`src/rtl/led_matrix_pkg.sv`:
```
// Shared types for the 8x8 bicolor LED matrix driver/monitor pair.
// Latency: none (types and pure functions only); backpressure: n/a.
package led_matrix_pkg;
  localparam int ROWS = 8;
  localparam int COLS = 8;

  typedef logic [ROWS-1:0][COLS-1:0] matrix_t;

  typedef enum logic [1:0] {
    BLANK   = 2'd0,
    QUALIFY = 2'd1,
    HELD    = 2'd2
  } qual_state_t;

  // Row select is active-low, so a valid line has exactly one zero bit.
  function automatic logic is_onehot_low(input logic [7:0] row);
    return ($countones(~row) == 1);
  endfunction

  function automatic logic [2:0] row_index(input logic [7:0] row);
    logic [2:0] idx;
    idx = 3'd0;
    for (int i = 0; i < ROWS; i++)
      if (!row[i]) idx = 3'(i);
    return idx;
  endfunction
endpackage

```
`src/rtl/led_matrix_scan_monitor_if.sv`:
```
// Matrix scan bus: column drives plus active-low row select.
// Latency: wires only; backpressure: none, the scan bus free-runs.
interface led_matrix_scan_monitor_if;
  logic [7:0] red_driver;
  logic [7:0] green_driver;
  logic [7:0] row_sink;

  modport master (output red_driver, green_driver, row_sink);
  modport slave  (input  red_driver, green_driver, row_sink);
endinterface

```
`src/rtl/led_matrix_scan_sync.sv`:
```
// 2-flop synchroniser plus stability qualifier for the scan bus.
// Latency: 2 sync + STABLE_CYCLES qualify; backpressure: none.
module led_matrix_scan_sync
  import led_matrix_pkg::*;
#(
  parameter int STABLE_CYCLES = 4
) (
  input  logic       clk,
  input  logic       reset,
  input  logic [7:0] red_driver,
  input  logic [7:0] green_driver,
  input  logic [7:0] row_sink,
  output logic       cap_valid,
  output logic [2:0] cap_row,
  output logic [7:0] cap_red,
  output logic [7:0] cap_green,
  output logic       multirow
);
  logic [7:0] m_row, m_red, m_green;
  logic [7:0] s_row, s_red, s_green;
  logic [7:0] c_row, c_red, c_green;
  logic [7:0] cnt;
  qual_state_t state;

  always_ff @(posedge clk or negedge reset) begin
    if (!reset) begin
      m_row   <= 8'hFF;
      m_red   <= 8'h00;
      m_green <= 8'h00;
      s_row   <= 8'hFF;
      s_red   <= 8'h00;
      s_green <= 8'h00;
    end else begin
      m_row   <= row_sink;
      m_red   <= red_driver;
      m_green <= green_driver;
      s_row   <= m_row;
      s_red   <= m_red;
      s_green <= m_green;
    end
  end

  logic match, done;
  assign match = ({s_row, s_red, s_green} == {c_row, c_red, c_green});
  // Qualification completes on the edge where the count would reach
  // STABLE_CYCLES, so the capture strobe is decoded from registered state.
  assign done = (state == QUALIFY) && match && (cnt == 8'(STABLE_CYCLES - 1));

  always_ff @(posedge clk or negedge reset) begin
    if (!reset) begin
      state   <= BLANK;
      c_row   <= 8'hFF;
      c_red   <= 8'h00;
      c_green <= 8'h00;
      cnt     <= 8'd0;
    end else begin
      case (state)
        BLANK: begin
          if (s_row != 8'hFF) begin
            {c_row, c_red, c_green} <= {s_row, s_red, s_green};
            cnt   <= 8'd1;
            state <= QUALIFY;
          end
        end
        QUALIFY: begin
          if (!match) begin
            {c_row, c_red, c_green} <= {s_row, s_red, s_green};
            cnt <= 8'd1;
          end else if (done) begin
            state <= (c_row == 8'hFF) ? BLANK : HELD;
          end else begin
            cnt <= cnt + 8'd1;
          end
        end
        HELD: begin
          if (!match) begin
            {c_row, c_red, c_green} <= {s_row, s_red, s_green};
            cnt   <= 8'd1;
            state <= (s_row == 8'hFF) ? BLANK : QUALIFY;
          end
        end
        default: state <= BLANK;
      endcase
    end
  end

  assign cap_valid = done && is_onehot_low(c_row);
  assign multirow  = done && (c_row != 8'hFF) && !is_onehot_low(c_row);
  assign cap_row   = row_index(c_row);
  assign cap_red   = c_red;
  assign cap_green = c_green;
endmodule

```
`src/rtl/led_matrix_scan_monitor.sv`:
```
// Rebuilds displayed 8x8 bicolor frames from the sampled scan bus.
// Latency: arrays update 1 clk after the completing capture; backpressure: none.
module led_matrix_scan_monitor
  import led_matrix_pkg::*;
#(
  parameter int STABLE_CYCLES = 4,
  parameter int FRAME_TIMEOUT = 1048576
) (
  input  logic                      clk,
  input  logic                      reset,
  led_matrix_scan_monitor_if.slave  scan,
  input  logic                      clear_err,
  output matrix_t                   red_array,
  output matrix_t                   green_array,
  output logic                      frame_valid,
  output logic [15:0]               frame_count,
  output logic [7:0]                row_seen,
  output logic                      err_multirow,
  output logic                      err_timeout
);
  localparam int TW = $clog2(FRAME_TIMEOUT + 1);

  logic       cap_valid, multirow;
  logic [2:0] cap_row;
  logic [7:0] cap_red, cap_green;

  led_matrix_scan_sync #(.STABLE_CYCLES(STABLE_CYCLES)) u_sync (
    .clk          (clk),
    .reset        (reset),
    .red_driver   (scan.red_driver),
    .green_driver (scan.green_driver),
    .row_sink     (scan.row_sink),
    .cap_valid    (cap_valid),
    .cap_row      (cap_row),
    .cap_red      (cap_red),
    .cap_green    (cap_green),
    .multirow     (multirow)
  );

  matrix_t       shadow_red, shadow_green;
  matrix_t       byp_red, byp_green;
  logic [7:0]    seen_next;
  logic [TW-1:0] tmo_cnt;
  logic          complete, timeout;

  // The completing row is still in flight to the shadow, so bypass it in.
  always_comb begin
    byp_red            = shadow_red;
    byp_green          = shadow_green;
    byp_red[cap_row]   = cap_red;
    byp_green[cap_row] = cap_green;
  end

  assign seen_next = row_seen | (8'h01 << cap_row);
  assign complete  = cap_valid && (seen_next == 8'hFF);
  assign timeout   = (row_seen != 8'h00) && (tmo_cnt == TW'(FRAME_TIMEOUT - 1));

  always_ff @(posedge clk or negedge reset) begin
    if (!reset) begin
      shadow_red   <= '0;
      shadow_green <= '0;
      red_array    <= '0;
      green_array  <= '0;
      row_seen     <= 8'h00;
      frame_valid  <= 1'b0;
      frame_count  <= 16'd0;
      tmo_cnt      <= '0;
      err_multirow <= 1'b0;
      err_timeout  <= 1'b0;
    end else begin
      frame_valid <= 1'b0;
      if (cap_valid) begin
        shadow_red[cap_row]   <= cap_red;
        shadow_green[cap_row] <= cap_green;
      end
      if (complete) begin
        red_array   <= byp_red;
        green_array <= byp_green;
        frame_valid <= 1'b1;
        frame_count <= frame_count + 16'd1;
        row_seen    <= 8'h00;
        tmo_cnt     <= '0;
      end else if (timeout) begin
        row_seen <= 8'h00;
        tmo_cnt  <= '0;
      end else begin
        if (cap_valid) row_seen <= seen_next;
        tmo_cnt <= (row_seen != 8'h00) ? tmo_cnt + 1'b1 : '0;
      end
      // New error conditions take priority over clear_err.
      err_multirow <= multirow | (err_multirow & ~clear_err);
      err_timeout  <= (timeout & ~complete) | (err_timeout & ~clear_err);
    end
  end
endmodule

```
`src/flat_wrapper.sv`:
```
// flat-port wrapper written by rule: the top's interface ports become plain ports
module led_matrix_scan_monitor_flat import led_matrix_pkg::*;
#(
  parameter int STABLE_CYCLES = 4,
  parameter int FRAME_TIMEOUT = 1048576
)
  (clk, reset, clear_err, red_array, green_array, frame_valid, frame_count, row_seen, err_multirow, err_timeout, scan_red_driver, scan_green_driver, scan_row_sink);
  led_matrix_scan_monitor_if scan_i ();
  input  logic clk;
  input  logic reset;
  input  logic clear_err;
  output matrix_t red_array;
  output matrix_t green_array;
  output logic frame_valid;
  output logic [15:0] frame_count;
  output logic [7:0] row_seen;
  output logic err_multirow;
  output logic err_timeout;
  input wire logic [$bits(scan_i.red_driver)-1:0] scan_red_driver;
  input wire logic [$bits(scan_i.green_driver)-1:0] scan_green_driver;
  input wire logic [$bits(scan_i.row_sink)-1:0] scan_row_sink;
  assign scan_i.red_driver = scan_red_driver;
  assign scan_i.green_driver = scan_green_driver;
  assign scan_i.row_sink = scan_row_sink;
  led_matrix_scan_monitor #(.STABLE_CYCLES(STABLE_CYCLES), .FRAME_TIMEOUT(FRAME_TIMEOUT)) u_core (.clk(clk), .reset(reset), .scan(scan_i), .clear_err(clear_err), .red_array(red_array), .green_array(green_array), .frame_valid(frame_valid), .frame_count(frame_count), .row_seen(row_seen), .err_multirow(err_multirow), .err_timeout(err_timeout));
endmodule
```
`config.mk`:
```
export PLATFORM = sky130hd
export DESIGN_NAME = led_matrix_scan_monitor_flat
export DESIGN_NICKNAME = d
export VERILOG_FILES = /design/src/rtl/led_matrix_pkg.sv /design/src/rtl/led_matrix_scan_monitor_if.sv /design/src/rtl/led_matrix_scan_sync.sv /design/src/rtl/led_matrix_scan_monitor.sv /design/src/flat_wrapper.sv
export SDC_FILE = /design/constraint.sdc
export NUM_CORES = 1
export LEC_CHECK = 0
export CORE_UTILIZATION = 60
export DETAILED_ROUTE_END_ITERATION = 10
export PLACE_DENSITY = 0.84
export SYNTH_ARGS = -nofsm -noshare
export SYNTH_HDL_FRONTEND = slang
export SYNTH_SLANG_ARGS = --single-unit
```
`constraint.sdc`:
```
create_clock -name clk -period 10.9 [get_ports clk]
set_input_delay 1.09 -clock clk [delete_from_list [all_inputs] [get_ports clk]]
set_output_delay 1.09 -clock clk [all_outputs]
set_load 0.02 [all_outputs]
```
==> results_dict.tcl <==
set metrics [dict create \
    run_status "complete, no violations" \
    finalHoldViolCount 0 \
    grt_start_max_net_pins 257 \
    start_kind "register" \
    ys_seq_area_share_pct 57.7 \
    p_seq_share_pct 49.3 \
    slew-limit-headroom_pct 24.5 \
    track_usage_pct 27.9 \
    cts_tree "built" \
    finalCritPeriodShare_pct 47.5 \
    synthArstFlopShare_pct 100 \
    io_buffers 181 \
    cp_slowest_cell "and4_1" \
    p_clk_share_pct 47.3 \
    start_util_pct 61.8 \
    report.final.setup_viol 0 \
    max_slew.worst_pin.slew_ns 1.13 \
    drive_above_1_share_pct 18.8 \
    avgViaCountPerCell 5.81 \
    die_h_um 169 \
    place_hpwl_um 23900 \
    grt_pass1_wl_um 61900 \
    ys_warn_count 0 \
    crit_arrival_ns 5.58 \
    antenna_cells 0 \
    hold_end "u_core.u_sync.s_red[4]" \
    worstPathRequired_ns 11.31 \
    synth_cells 1344 \
    hp-class "register to register" \
    clock_path_buffers 3 \
    antenna_found_initial 0 \
    cpPeakStageDelay_ns 0.99 \
    worst-setup-path-type "register to register" \
    clock_insertion_delay_worst_skew_ns 0.54 \
    yosys-top-cells-area "dfrtp_1 (54%), mux2i_1 (7.6%), mux2_2 (6.6%)" \
    r2r_setup_slack_ns 5.73 \
    synth.net_count 1386 \
    synth-edff-count 0 \
    die-area_um2 28700 \
    cp_top_family "adder cells" \
    fin_worst_skew_ns 0.0236 \
    wirelength_um 38800 \
    cp-end-kind "register" \
    swShare_pct 21.6 \
    cts_resized 0 \
    yosysUniqueCellTypes 59 \
    post-route-util_pct 73.9 \
    critPathBufInv 2 \
    fin_nets 1526 \
    die_x_um 169 \
    area_growth_pct 19.6 \
    cts.clk_slew.worst_paths_ns 0.06 \
    hp-start "u_core.u_sync.m_red[4]" \
    drc 0 \
    synth.largest_area_cell "dfrtp_1" \
    root_buffer "clkbuf_16" \
    ios 182 \
    ir_drop_mv 0.103 \
    finalSetupTns_ns 0 \
    worst-r2r-cell-count 12 \
    grt_pass1_vias 11167 \
    whs_path_depth 0 \
    slew_violations 0 \
    cts_setup_buffers 0 \
    ant_nets 0 \
    syn_area_per_cell_um2 12.5 \
    postCtsHoldBufs 0 \
    drtIter0Drc 923 \
    synth_top_area_share_pct 53.9 \
    overflow 0 \
    timing.rr.start "u_core.u_sync.c_row[3]" \
    synth_area_um2 16800 \
    p_leak_nw 9.40 \
    cts_buffers 39 \
    post_drt_wl_per_cell_um 20.6 \
    first_pass_iters 5 \
    combinationalPowerShare_pct 3.4 \
    r2r_end "u_core.shadow_green[31]" \
    ys_ff_latch 386 \
    dr_total_vias 10972 \
    crit_path_max_fanout 17 \
    place_congestion 0.883 \
    fmaxAchievable_mhz 193 \
    synth_flop_cell "dfrtp_1" \
    crit_chain "fa_1 -> inv_1 -> fa_1 -> fa_1 -> ha_1 -> inv_1 -> fa_1 -> nand3b_1 -> o31ai_1 -> and3_1 -> and4_1 -> mux2_2" \
    maxCapViolCount 0 \
    powerDensity_nw_per_um2 149 \
    power.internal_mw 2.35 \
    rsz0062_at_grt "false" \
    coreArea_um2 27200 \
    p_switching_mw 0.647 \
    cpMostUsedCell "fa_1" \
    cts.sinks 386 \
    htreeDepth 2 \
    post-route-min-period_ns 5.17 \
    fp-row-count 60 \
]
[synth_stat cells, types with 14 or more instances]
library cell and n:
clkbuf_1 47, inv_1 23, nand3_1 22, mux2_4 53
mux2_2 99, nor2_1 45, nand2_1 158, buf_6 14
o21ai_0 131, and3_1 15, dfstp_2 24, xnor2_1 18
buf_2 28, dfrtp_1 362, xor2_1 39, mux2i_1 128
[power by group through the flow]
stage,combinational (mW),clock (mW),sequential (mW)
after floorplan,0.0642,0,1.48
after global placement,0.0978,0,1.50
after detailed placement,0.102,0,1.50
after CTS,0.102,1.44,1.48
after global routing,0.112,1.49,1.48
final,0.101,1.42,1.48
[worst register-to-register path: cells and delay by family, from the launching register on]
| kind | cells | cell delay, ns |
|---|---|---|
| compound gates | 1 | 0.38 |
| fa+ha+maj | 5 | 2.05 |
| flops | 1 | 0.64 |
| buf+inv | 2 | 0.13 |
| mux | 1 | 0.43 |
| simple gates | 3 | 1.43 |
[layout make-up]
type,count,area [um2]
timing repair buffer,197,1960
multi-input combinational,836,6500
fill,1768,7090
sequential,386,9690
clock buffer,57,1160
clock inverter,15,221
tap,372,465
inverter,24,90.1
[cell families after synthesis]
logic type	count (synthesis)	synth area share (%)
flip-flops	386	57.7
XOR/XNOR	57	2.97
AND/OR/NAND/NOR	311	9.51
buffers and inverters	122	3.67
adder cells (fa/ha/maj)	15	1.30
multiplexers	281	19.1
AO/OA/AOI/OAI	172	5.77
[routing by layer]
metal  part of all wire (%)  global-route usage, %
met5                      0                      0
met3                    5.5                   3.87
met4                    2.7                   8.89
met2                     47                   44.5
met1                     45                   39.8
[worst max-delay path by stage]
stage | depth (start not counted) | to | start | slack (ns)
6_report | 12 | u_core.shadow_green[31] | u_core.u_sync.c_row[3] | 5.73
5_1_grt | 12 | u_core.shadow_green[31] | u_core.u_sync.c_row[3] | 5.58
4_1_cts | 12 | u_core.shadow_green[31] | u_core.u_sync.c_row[3] | 5.81
3_5_place_dp | 12 | u_core.shadow_green[30] | u_core.u_sync.c_row[3] | 5.81
3_3_place_gp | 12 | u_core.shadow_green[25] | u_core.u_sync.c_row[3] | 5.96
2_1_floorplan | 14 | u_core.shadow_green[13] | u_core.u_sync.c_row[7] | 6.16
[layout by cell type (no fill, tap or decap), types with 23 or more instances in the layout]
master | netlist | layout
nand2_1 | 158 | 158
nor2_1 | 45 | 45
inv_1 | 23 | 23
mux2i_1 | 128 | 128
mux2_4 | 53 | 53
o21ai_0 | 131 | 131
xor2_1 | 39 | 39
dfrtp_1 | 362 | 362
clkdlybuf4s50_1 | 0 | 180
dfstp_2 | 24 | 24
clkbuf_16 | 0 | 40
mux2_2 | 99 | 99
[per-stage QoR]
stage	cells	hold slack (ns)	instance area [um2]	power [mW]	setup WS (ns)
2_1_floorplan	1344	0.331	16800	1.55	6.16
3_3_place_gp	1815	0.334	18700	1.60	5.96
3_5_place_dp	1815	0.335	18700	1.61	5.81
4_1_cts	1887	0.342	20100	3.02	5.81
5_1_grt	1887	0.351	20100	3.08	5.58
6_report	1887	0.347	20100	3.00	5.73
[flip-flops by register name, indices dropped and copies added, names as in the netlist]
register,flops
u_core.green_array,64
u_core.red_array,64
u_core.shadow_green,64
u_core.shadow_red,64
u_core.tmo_cnt,21
u_core.frame_count,16
u_core.row_seen,8
u_core.u_sync.c_row,8
u_core.u_sync.cap_green,8
u_core.u_sync.cap_red,8
u_core.u_sync.cnt,8
u_core.u_sync.m_green,8
u_core.u_sync.m_red,8
u_core.u_sync.m_row,8
u_core.u_sync.s_green,8
u_core.u_sync.s_red,8
u_core.u_sync.s_row,8
u_core.u_sync.state,2
u_core.err_multirow,1
u_core.err_timeout,1
u_core.frame_valid,1
Note: power is estimated with default switching activity, not from simulation.
